--- src/rtl/cp0_unit_if.sv ---
// Bus between the multicycle control FSM and the CP0 register file:
// strobes and write data flow into CP0; read data, EPC and intreq flow back.
interface cp0_unit_if;
  logic [4:0]  sel;
  logic [31:0] din;
  logic        wen;
  logic [29:0] pc;
  logic        epcwr;
  logic        exlset;
  logic        exlclr;
  logic [5:0]  hwint;
  logic [31:0] dout;
  logic [29:0] epc;
  logic        intreq;

  modport master (
    output sel, din, wen, pc, epcwr, exlset, exlclr, hwint,
    input  dout, epc, intreq
  );

  modport slave (
    input  sel, din, wen, pc, epcwr, exlset, exlclr, hwint,
    output dout, epc, intreq
  );
endinterface

--- src/rtl/cp0_unit.sv ---
// Coprocessor-0 register file: SR, Cause, EPC, PrID and a Count/Compare timer
// whose interrupt is merged onto hardware interrupt line 5.
module cp0_unit #(
  parameter logic [31:0] PRID     = 32'h0000_4D50,
  parameter bit          TIMER_EN = 1'b1
) (
  input  logic        clk,
  input  logic        rst,
  cp0_unit_if.slave   bus
);

  logic [5:0]  r_im;
  logic [5:0]  r_ip;
  logic        r_exl;
  logic        r_ie;
  logic        r_ti;
  logic [29:0] r_epc;
  logic [31:0] r_count;
  logic [31:0] r_compare;

  logic w_sr_wr;
  logic w_epc_wr;
  logic w_count_wr;
  logic w_cmp_wr;

  assign w_sr_wr    = bus.wen && (bus.sel == 5'd12);
  assign w_epc_wr   = bus.wen && (bus.sel == 5'd14);
  assign w_count_wr = bus.wen && (bus.sel == 5'd9);
  assign w_cmp_wr   = bus.wen && (bus.sel == 5'd11);

  always_ff @(posedge clk) begin
    if (rst) begin
      r_im      <= '0;
      r_ie      <= 1'b0;
      r_exl     <= 1'b0;
      r_ip      <= '0;
      r_epc     <= '0;
      r_compare <= '0;
    end else begin
      // Interrupt entry beats eret, and both beat a software SR write.
      if (bus.exlset)
        r_exl <= 1'b1;
      else if (bus.exlclr)
        r_exl <= 1'b0;
      else if (w_sr_wr)
        r_exl <= bus.din[1];

      if (w_sr_wr) begin
        r_im <= bus.din[15:10];
        r_ie <= bus.din[0];
      end

      if (bus.epcwr)
        r_epc <= bus.pc;
      else if (w_epc_wr)
        r_epc <= bus.din[31:2];

      r_ip <= {bus.hwint[5] | r_ti, bus.hwint[4:0]};

      if (w_cmp_wr)
        r_compare <= bus.din;
    end
  end

  generate
    if (TIMER_EN) begin : g_timer
      always_ff @(posedge clk) begin
        if (rst) begin
          r_count <= '0;
          r_ti    <= 1'b0;
        end else begin
          r_count <= w_count_wr ? bus.din : r_count + 32'd1;
          // Match uses the pre-edge Count; a Compare write clears and wins.
          if (w_cmp_wr)
            r_ti <= 1'b0;
          else if ((r_count == r_compare) && (r_compare != 32'd0))
            r_ti <= 1'b1;
        end
      end
    end else begin : g_no_timer
      always_ff @(posedge clk) begin
        r_count <= '0;
        r_ti    <= 1'b0;
      end
    end
  endgenerate

  always_comb begin
    bus.dout = '0;
    case (bus.sel)
      5'd9:    bus.dout = r_count;
      5'd11:   bus.dout = r_compare;
      5'd12:   bus.dout = {16'b0, r_im, 8'b0, r_exl, r_ie};
      5'd13:   bus.dout = {1'b0, r_ti, 14'b0, r_ip, 10'b0};
      5'd14:   bus.dout = {r_epc, 2'b00};
      5'd15:   bus.dout = PRID;
      default: bus.dout = '0;
    endcase
  end

  assign bus.epc    = r_epc;
  assign bus.intreq = (|(r_ip & r_im)) & r_ie & ~r_exl;

endmodule

--- src/flat_wrapper.sv ---
// flat-port wrapper written by rule: the top's interface ports become plain ports
module cp0_unit_flat 
#(
  parameter logic [31:0] PRID     = 32'h0000_4D50,
  parameter bit          TIMER_EN = 1'b1
)
  (clk, rst, bus_sel, bus_din, bus_wen, bus_pc, bus_epcwr, bus_exlset, bus_exlclr, bus_hwint, bus_dout, bus_epc, bus_intreq);
  cp0_unit_if bus_i ();
  input  logic clk;
  input  logic rst;
  input wire logic [$bits(bus_i.sel)-1:0] bus_sel;
  input wire logic [$bits(bus_i.din)-1:0] bus_din;
  input wire logic [$bits(bus_i.wen)-1:0] bus_wen;
  input wire logic [$bits(bus_i.pc)-1:0] bus_pc;
  input wire logic [$bits(bus_i.epcwr)-1:0] bus_epcwr;
  input wire logic [$bits(bus_i.exlset)-1:0] bus_exlset;
  input wire logic [$bits(bus_i.exlclr)-1:0] bus_exlclr;
  input wire logic [$bits(bus_i.hwint)-1:0] bus_hwint;
  output wire logic [$bits(bus_i.dout)-1:0] bus_dout;
  output wire logic [$bits(bus_i.epc)-1:0] bus_epc;
  output wire logic [$bits(bus_i.intreq)-1:0] bus_intreq;
  assign bus_i.sel = bus_sel;
  assign bus_i.din = bus_din;
  assign bus_i.wen = bus_wen;
  assign bus_i.pc = bus_pc;
  assign bus_i.epcwr = bus_epcwr;
  assign bus_i.exlset = bus_exlset;
  assign bus_i.exlclr = bus_exlclr;
  assign bus_i.hwint = bus_hwint;
  assign bus_dout = bus_i.dout;
  assign bus_epc = bus_i.epc;
  assign bus_intreq = bus_i.intreq;
  cp0_unit #(.PRID(PRID), .TIMER_EN(TIMER_EN)) u_core (.clk(clk), .rst(rst), .bus(bus_i));
endmodule
--- config.mk ---
export PLATFORM = sky130hd
export DESIGN_NAME = cp0_unit_flat
export DESIGN_NICKNAME = d
export VERILOG_FILES = /design/src/rtl/cp0_unit_if.sv /design/src/rtl/cp0_unit.sv /design/src/flat_wrapper.sv
export SDC_FILE = /design/constraint.sdc
export NUM_CORES = 1
export LEC_CHECK = 0
export CORE_MARGIN = 2
export CORE_UTILIZATION = 35
export DETAILED_ROUTE_END_ITERATION = 12
export PLACE_DENSITY = 0.72
export REMOVE_ABC_BUFFERS = 1
export SYNTH_ARGS = -nofsm -noshare
export SYNTH_HDL_FRONTEND = slang
export SYNTH_SLANG_ARGS = --single-unit
--- constraint.sdc ---
create_clock -name clk -period 3.62 [get_ports clk]
set_clock_uncertainty 0.1 [all_clocks]
set_input_delay 0.362 -clock clk [delete_from_list [all_inputs] [get_ports clk]]
set_output_delay 0.362 -clock clk [all_outputs]
set_load 0.005 [all_outputs]
==> flow_summary.ini <==
[timing]
hold_violations = 0
fin_tns_setup_ns = 0
rsz0062_at_grt = false
tightest_slew_ns = 1.04
setup_viol = 0
fin_crit_sh_pct = 86.8
maxSlewHeadroom_pct = 30.8
min_period_ns = 3.14
drv_slew = 0
max_freq_mhz = 318

[synth]
synth_edf_count = 0
synth-async-reset-ratio_pct = 0
syn_area_per_cell_um2 = 8.14
yosys_warnings = 0
synth_ff_type = dfxtp_1
synth_cells = 714
synth_area_um2 = 5810
synth_cell_types = 46
synth_seq_cells = 109
seq_area_frac_synth_pct = 37.6

[layout]
final_util_pct = 46.7
fin_cells = 1054
final_cell_area_um2 = 7670
antennaDiodeCount = 0
fillerInstances = 1592
drive_gt1_share_pct = 8.99
final_nets = 909
area_growth_pct = 32.0

[cts]
worstSkewPairLatency_ns = 0.35
cts-root-buf = clkbuf_16
clkTransAtPathRegs_ns = 0.07
cts_made_buffers = 9
cts.htree.levels = 3
clock_path_buffers = 2
post-cts-setup-buffer-count = 0
ctsHoldBuffers = 0
numClockSinks = 109
post_cts_resized = 0
cts_tree = yes

[global_routing]
antenna_found_initial = 0
grt_pass1_wl_um = 29200
gr-max-usage-layer = met2
use_met1_pct = 27.6
overflow = 0
track_usage_pct = 20.8
grtUsageMet2_pct = 34.4
use_met3_pct = 5.52
grt_pass1_vias = 5296
grt_start_max_net_pins = 95

[die]
ios = 142
die_y_um = 133
die_area_um2 = 17600
start_util_pct = 35.4
rows = 47
die_w_um = 133
design.core.area_um2 = 16400

[setup_path]
crit_fanout = 14
r2r-start = u_core.r_count[0]$_SDFF_PP0_
r2r_end = u_core.r_count[20]$_SDFF_PP0_
worst_ep_required_time_ns = 3.16
end_kind = output pin
path_class = primary input to output pin
ff2ff_path_depth = 5
cp.arrival_ns = 2.68
r2r_slack_ns = 1.39
critPathLaunchType = primary input

[detailed_routing]
vias = 5558
drt_iter0_drc = 579
antenna_left = 0
remaining_drc_errors = 0
drt_first_pass_iters = 5
finalWirelength_um = 18400
wl_per_cell_um = 17.4
viasPerCell = 5.27

[placed_design]
dp_hpwl_um = 13100
port_buffers = 141
placed_area_um2 = 7360
place_congestion = 0.869
post-place-cells = 1038

[hold_path]
hold_path.startpoint = u_core.r_ie$_SDFFE_PP0P_
hold_end = u_core.r_ie$_SDFFE_PP0P_
min_path_cells = 2
min_path_type = flip-flop to flip-flop

[flow_run]
cap_violations = 0

[status]
status = complete, no violations

[pwr]
p_leak_uw = 0.00285
power_density_nw_per_um2 = 339
peakVddDrop_mv = 0.219
## power breakdown
part | switching (µW) | leakage [µW] | internal [µW] | total [µW]
logic | 131 | 0.00182 | 176 | 307
registers | 38.8 | 0.000888 | 1230 | 1270
clock network | 458 | 0.000146 | 558 | 1020
## critical path, cell delays in order
cell and delay, ns:
clkdlybuf4s50_1 0.48, and3b_1 0.24, and3b_1 0.59, buf_4 0.29, a222oi_1 0.11, inv_1 0.08, clkdlybuf4s50_1 0.50
## cells in the final DEF (no fill, tap or decap), drive strengths merged, types with 24 or more instances in the layout
cell,count
nand2,146
clkdlybuf4s50,140
dfxtp,109
a21oi,67
nor2,41
xnor2,35
a211oi,31
nand3,29
mux2,27
xor2,27
inv,24
## sequential cells by signal, summed over array words and instances, names as in the netlist
name	count
u_core.r_exl	1
u_core.r_ie	1
u_core.r_ti	1
u_core.r_count	32
u_core.r_ip	6
u_core.r_im	6
u_core.r_compare	32
u_core.bus.epc	30
## routing by layer
layer	wire [µm]	up-vias	share of wire [%]
li1	-	2751	-
met1	8050	2580	44
met2	8710	210	47
met3	1430	17	7.8
met4	182	0	0.99
met5	0	-	0
## how the worst max path moves through the flow
stage                     cells after the start  slack, ns                            end       start
after floorplan                               5       0.58  u_core.r_count[28]$_SDFF_PP0_  bus_sel[4]
after global placement                        7       0.56                   bus_dout[17]  bus_sel[3]
after detailed placement                      7       0.50                   bus_dout[21]  bus_sel[3]
after CTS                                     7       0.49                   bus_dout[21]  bus_sel[3]
after global routing                          7       0.37                   bus_dout[16]  bus_sel[0]
final                                         7       0.48                   bus_dout[21]  bus_sel[3]
## logic make-up after synthesis
family	Yosys count	share of synthesized area (%)
AOI/OAI and AO/OA	146	17.5
xor gates and xnor gates	62	9.35
adders and majority gates	1	0.215
buffers and inverters	83	6.89
DFF	109	37.6
muxes	30	5.75
and+or+nand+nor	283	22.8
## synthesized netlist by cell type, drive strengths merged, types with 10 or more instances
master,number,area (µm²)
nand4,22,138
a211oi,31,248
xor2,27,236
nand2,146,551
xnor2,35,307
nor4,10,62.6
mux2,27,304
nand3,29,145
a21oi,67,335
inv,24,90.1
and3,10,67.6
nor2,41,154
a222oi,22,220
dfxtp,109,2180
buf,26,166
clkbuf,32,140
## metrics by stage
| step | total power, µW | hold WS, ns | setup slack (ns) |
|---|---|---|---|
| 6_report | 2600 | 0.372 | 0.476 |
| 5_1_grt | 2700 | 0.401 | 0.367 |
| 4_1_cts | 2620 | 0.376 | 0.491 |
| 3_5_place_dp | 1610 | 0.366 | 0.496 |
| 3_3_place_gp | 1610 | 0.357 | 0.560 |
| 2_1_floorplan | 1390 | 0.327 | 0.584 |
## cell type report
class	count	area [µm²]	share of cell area [%]
clock buffer	11	243	3.17
clock inverter	5	60.1	0.783
inverter	25	93.8	1.22
multi-input combinational	522	3230	42.2
sequential	109	2180	28.5
tap	220	275	3.59
timing repair buffer	162	1580	20.6
No activity file was read; power rests on OpenSTA's default activity.
